**src/rtl/fx_pkg.sv**
```systemverilog
// rtl/fx_pkg.sv - shared encodings for the slide detector (states, directions, delta classes)
package fx_pkg;

  localparam int NOTE_W = 6;

  typedef enum logic [2:0] {
    ACQ,
    STEP1,
    STEP2,
    VERIFY,
    LOCKED
  } fx_state_t;

  typedef enum logic [1:0] {
    SAME,
    UP,
    DOWN,
    JUMP
  } delta_t;

  localparam logic DIR_DOWN = 1'b0;
  localparam logic DIR_UP   = 1'b1;

endpackage

```
**src/rtl/fx_note_delta.sv**
```systemverilog
// rtl/fx_note_delta.sv - classifies consecutive notes as SAME/UP/DOWN/JUMP
// FX_SLIDE_DET_WRAP_EN: when defined, 63->0 is UP and 0->63 is DOWN; otherwise both are JUMP.
module fx_note_delta
  import fx_pkg::*;
(
  input  logic [NOTE_W-1:0] prev_note,
  input  logic [NOTE_W-1:0] cur_note,
  output delta_t            delta
);

  logic [NOTE_W-1:0] diff;
  logic              wrap_block;

`ifdef FX_SLIDE_DET_WRAP_EN
  assign wrap_block = 1'b0;
`else
  assign wrap_block = (prev_note == '1 && cur_note == '0) ||
                      (prev_note == '0 && cur_note == '1);
`endif

  assign diff = cur_note - prev_note;

  always_comb begin
    delta = JUMP;
    if (diff == '0)
      delta = SAME;
    else if (wrap_block)
      delta = JUMP;
    else if (diff == NOTE_W'(1))
      delta = UP;
    else if (diff == '1)
      delta = DOWN;
  end

endmodule

```
**src/rtl/fx_slide_detect.sv**
```systemverilog
// rtl/fx_slide_detect.sv - recovers base note, direction, speed and step count of a note slide
// Build option FX_SLIDE_DET_WRAP_EN (see fx_note_delta) lets runs continue across the 63/0 wrap.
module fx_slide_detect
  import fx_pkg::*;
#(
  parameter int MAX_HOLD = 4,
  parameter int STEP_W   = 8
) (
  input  logic              note_clk,
  input  logic              rst,
  input  logic [5:0]        note_in,
  input  logic              note_valid,
  output logic [5:0]        base_note,
  output logic [1:0]        direction,
  output logic [1:0]        speed,
  output logic [STEP_W-1:0] slide_steps,
  output logic              locked,
  output logic              slide_break
);

  localparam int                HOLD_W   = $clog2(MAX_HOLD + 2);
  localparam logic [HOLD_W-1:0] HOLD_MAX = HOLD_W'(MAX_HOLD);
  localparam logic [HOLD_W-1:0] HOLD_SAT = HOLD_W'(MAX_HOLD + 1);
  localparam logic [HOLD_W-1:0] HOLD_ONE = HOLD_W'(1);

  fx_state_t         state, state_nx;
  delta_t            delta;
  logic [5:0]        prev_note;
  logic [HOLD_W-1:0] hold, hold_nx, hold_inc;
  logic [HOLD_W-1:0] cand_int, cand_int_nx;
  logic [5:0]        cand_base, cand_base_nx;
  logic              cand_dir, cand_dir_nx;
  logic              is_step, step_fwd;
  logic              do_lock, do_adv, do_break;

  fx_note_delta u_delta (
    .prev_note (prev_note),
    .cur_note  (note_in),
    .delta     (delta)
  );

  always_comb begin
    state_nx     = state;
    hold_nx      = hold;
    cand_int_nx  = cand_int;
    cand_base_nx = cand_base;
    cand_dir_nx  = cand_dir;
    do_lock      = 1'b0;
    do_adv       = 1'b0;
    do_break     = 1'b0;
    hold_inc     = (hold == HOLD_SAT) ? hold : hold + HOLD_ONE;
    is_step      = (delta == UP) || (delta == DOWN);
    step_fwd     = is_step && ((delta == UP) == cand_dir);

    if (note_valid) begin
      hold_nx = (delta == SAME) ? hold_inc : HOLD_ONE;
      case (state)
        ACQ: begin
          hold_nx  = HOLD_ONE;
          state_nx = STEP1;
        end
        // The hold before the first step has an unknown start phase, so only the direction counts.
        STEP1: begin
          if (is_step) begin
            cand_base_nx = prev_note;
            cand_dir_nx  = (delta == UP) ? DIR_UP : DIR_DOWN;
            state_nx     = STEP2;
          end
        end
        STEP2: begin
          if (delta == SAME) begin
            if (hold_inc > HOLD_MAX)
              state_nx = STEP1;
          end else if (step_fwd) begin
            cand_int_nx = hold;
            state_nx    = VERIFY;
          end else begin
            state_nx = STEP1;
          end
        end
        VERIFY: begin
          if (delta == SAME) begin
            if (hold_inc > cand_int)
              state_nx = STEP1;
          end else if (step_fwd && hold == cand_int) begin
            do_lock  = 1'b1;
            state_nx = LOCKED;
          end else begin
            state_nx = STEP1;
          end
        end
        LOCKED: begin
          if (delta == SAME) begin
            if (hold_inc > cand_int) begin
              do_break = 1'b1;
              state_nx = STEP1;
            end
          end else if (step_fwd && hold == cand_int) begin
            do_adv = 1'b1;
          end else begin
            do_break = 1'b1;
            state_nx = STEP1;
          end
        end
        default: state_nx = ACQ;
      endcase
    end
  end

  always_ff @(posedge note_clk or posedge rst) begin
    if (rst) begin
      state       <= ACQ;
      prev_note   <= '0;
      hold        <= '0;
      cand_int    <= '0;
      cand_base   <= '0;
      cand_dir    <= DIR_DOWN;
      base_note   <= '0;
      direction   <= '0;
      speed       <= '0;
      slide_steps <= '0;
      locked      <= 1'b0;
      slide_break <= 1'b0;
    end else begin
      state       <= state_nx;
      hold        <= hold_nx;
      cand_int    <= cand_int_nx;
      cand_base   <= cand_base_nx;
      cand_dir    <= cand_dir_nx;
      slide_break <= do_break;
      if (note_valid)
        prev_note <= note_in;
      // Three matching steps are already behind us when the lock is taken.
      if (do_lock) begin
        locked      <= 1'b1;
        base_note   <= cand_base;
        direction   <= {1'b0, cand_dir};
        speed       <= 2'(cand_int - HOLD_ONE);
        slide_steps <= STEP_W'(3);
      end
      if (do_adv && slide_steps != '1)
        slide_steps <= slide_steps + 1'b1;
      if (do_break)
        locked <= 1'b0;
    end
  end

endmodule

```
**config.mk**
```make
export PLATFORM = sky130hd
export DESIGN_NAME = fx_slide_detect
export DESIGN_NICKNAME = d
export VERILOG_FILES = /design/src/rtl/fx_pkg.sv /design/src/rtl/fx_note_delta.sv /design/src/rtl/fx_slide_detect.sv
export SDC_FILE = /design/constraint.sdc
export NUM_CORES = 1
export LEC_CHECK = 0
export CAP_MARGIN = 15
export CORE_MARGIN = 2
export CORE_UTILIZATION = 56
export CTS_CLUSTER_DIAMETER = 50
export DETAILED_ROUTE_END_ITERATION = 16
export PLACE_DENSITY = 0.8
export SLEW_MARGIN = 25
export SYNTH_ARGS = -nofsm -noshare
export SYNTH_HDL_FRONTEND = slang
export SYNTH_SLANG_ARGS = --single-unit
```
**constraint.sdc**
```tcl
create_clock -name note_clk -period 3.9 [get_ports note_clk]
set_clock_uncertainty 0.2 [all_clocks]
set_input_delay 0.78 -clock note_clk [delete_from_list [all_inputs] [get_ports note_clk]]
set_output_delay 0.78 -clock note_clk [all_outputs]
set_load 0.1 [all_outputs]
```
==> metrics <==
outcome=finished, final reports clean; measured slew at the worst slew-check pin=0.970 ns; crit path launch type=input port; final-stage net count=327; P&R area growth vs syn=32.8%; crit path launch=note_in[1]; H-tree depth=2; num rows=24; clk slew on worst S/H paths=0.08 ns; Avg WL per Cell=15.1 um; GPL Wtd Cong=0.873; Overflow after GRT=0; total number of vias=2024; LEAKAGE=1.51 nW; EDFF count, synth=0; Multi-input gate area=1470 sq um; height of the die=70.2 um; final slew viol count=0; Clk Latency, worst-skew pair=0.29 ns; IO Pins=29; power per cell area=408 nW/um^2; min-delay src=speed[0]; total design power=1.33 mW; Fmax=264 MHz; MaxCap Viol Count=0; Syn Std Cell Area=2450 sq um; clock sink count=41; worst-path fanout max=5; DRT iter0 DRCs=84; Yosys warnings=0; Num CTS Buffers=5; Post-Route WL=5.38 mm; Top FF cell, synth=dfrtp_1; minimum clock period=3.79 ns; Ant. Diodes=0; crit share post-route=97.3%; remaining antenna violation count=0; Worst Path Arrival=3.78 ns; core area=4290 sq um; CTS Hold Bufs=0; worst reg2reg startpoint=prev_note[1]; largest net degree at the start of global routing=25; min-delay worst type=reg -> reg; Netlist cell types=50; Synth Net Count=263; nature of the critical path endpoint=flip-flop; vias in the first global route=2118; register area=1030 sq um; fill count=289; Die X=70.2 um; sequential area share after synthesis=41.9%; Hold Violations, Final=0; largest area contributor in the netlist=dfrtp_1; Clock Tree Buf Depth=2; routed vias/inst=5.69; IO buf count=27; Slew HR=35.1%; 1st-pass router iterations=4; Final Setup Violations=0; initial antenna violation count=0; # DRC=0; full die area=4920 sq um; Crit Path Class=in -> reg; hpwl dp=3.87 mm; critical path required time=3.88 ns; FFs w/ async S/R, synth=100%; Syn Inst Count=239; layout cells sized above 1=29.9%; syn_area_per_cell=10.3 sq um; CTS tree=done; Root Driver=clkbuf_8; first-pass GRT wire length=9.25 mm; Worst IR Drop VDD=0.262 mV; largest cells by area after synthesis=dfrtp_1 (42%), mux2_2 (8.7%), ha_1 (7.1%); initial core utilization=57.1%; Tot GR Track Use=23.5%; top cell type's share of synthesized area=41.9%; final setup TNS=0 ns; flops & latches, synth=41
-- sequential cells by signal, indices dropped and copies added (netlist names) --
signal	count
speed	2
cand_dir	1
slide_break	1
state	3
locked	1
cand_int	3
base_note	6
hold	3
direction	1
prev_note	6
slide_steps	8
cand_base	6
-- cell usage after synthesis (3+ instances only) --
master / number
dfrtp_1: 41
nand2_1: 21
mux2_2: 19
inv_1: 16
ha_1: 14
nor2_1: 14
o21ai_0: 12
nand3_1: 10
a21oi_1: 9
xor2_1: 9
nor3_1: 7
and3_1: 5
nand2b_1: 5
and2_1: 4
a211o_1: 3
-- worst paths after layout --
| kind | depth (start not counted) | to | slack, ns |
|---|---|---|---|
| min in group asynchronous | 2 | slide_steps[5] | 0.68 |
| hold / removal | 2 | speed[0] | 0.29 |
| max in group asynchronous | 3 | base_note[5] | 2.03 |
| hold reg to reg | 2 | speed[0] | 0.29 |
| setup / recovery | 15 | cand_base[3] | 0.11 |
| setup reg to reg | 15 | cand_base[3] | 0.37 |
-- logic make-up after synthesis --
group,Yosys count,share of synthesized area (%)
other,1,0.153
muxes,20,9.14
and+or+nand+nor,88,20.7
adders and majority gates,15,7.96
AOI/OAI and AO/OA,41,12.6
buffers and inverters,22,3.68
xor gates and xnor gates,11,3.93
DFF,41,41.9
-- placed cells by master, fill, tap and decap left out, types with 3 or more instances in the layout --
cell type and instances:
dfrtp_1 41, buf_4 33, clkdlybuf4s50_1 23, nand2_1 19
mux2_2 18, inv_1 16, nor2_1 14, nand3_1 10
o21ai_0 10, ha_1 10, a21oi_1 7, xor2_1 6
nor3_1 6, clkbuf_8 5, nand2b_1 4, and3_1 4
xor2_2 3, and2_1 3, a211o_1 3, buf_6 3
-- power by group --
group          internal, mW  total [mW]  leakage, nW  switching (mW)
clock                 0.124       0.270       0.0450           0.146
combinational         0.224       0.500        0.938           0.276
sequential            0.489       0.556        0.528          0.0676
total                 0.837        1.33         1.51           0.489
-- layout make-up --
class | instances | share of cell area (%)
clock buffer | 6 | 2.23
clock inverter | 2 | 0.308
inverter | 16 | 1.85
multi-input combinational | 176 | 45.1
sequential | 41 | 31.5
tap | 52 | 2.00
timing repair buffer | 63 | 17.0
-- routing by layer --
layer	wire (um)	vias to the layer above	GRT usage [%]	part of all wire, %
met2	2720	53	40.5	51
met5	0	-	0	0
met3	186	11	3.90	3.5
met1	2380	979	28.9	44
li1	-	981	-	-
met4	90	0	10.5	1.7
-- stage by stage --
step	instances	hold WS [ns]	cell area, sq um	util, %	setup slack [ns]
after floorplan	239	0.275	2470	-	0.00788
after CTS	355	0.292	3180	74.1	0.000721
after detailed placement	346	0.274	3030	70.7	-0.602
after global placement	346	0.266	3030	70.7	-0.486
final	356	0.287	3250	75.8	0.105
after global routing	356	0.330	3250	75.8	-0.0300
-- timing repair --
action                     4_1_cts  5_1_grt
pin swaps                       12       11
gates cloned                     0        0
setup endpoints to repair       32       32
gates resized for setup         17       16
buffers inserted                 1        1
-- critical path, cell delays in order --
cell and delay (ns):
dlygate4sd2_1 0.27, ha_1 0.32, nand2b_1 0.16, a21oi_2 0.10
buf_4 0.14, a311oi_1 0.28, buf_4 0.17, mux2_4 0.31
ha_4 0.18, and2_4 0.16, o311ai_4 0.07, o311ai_4 0.18
nor3_4 0.18, buf_6 0.15, mux2_2 0.33
(Power assumes the default switching activity.)
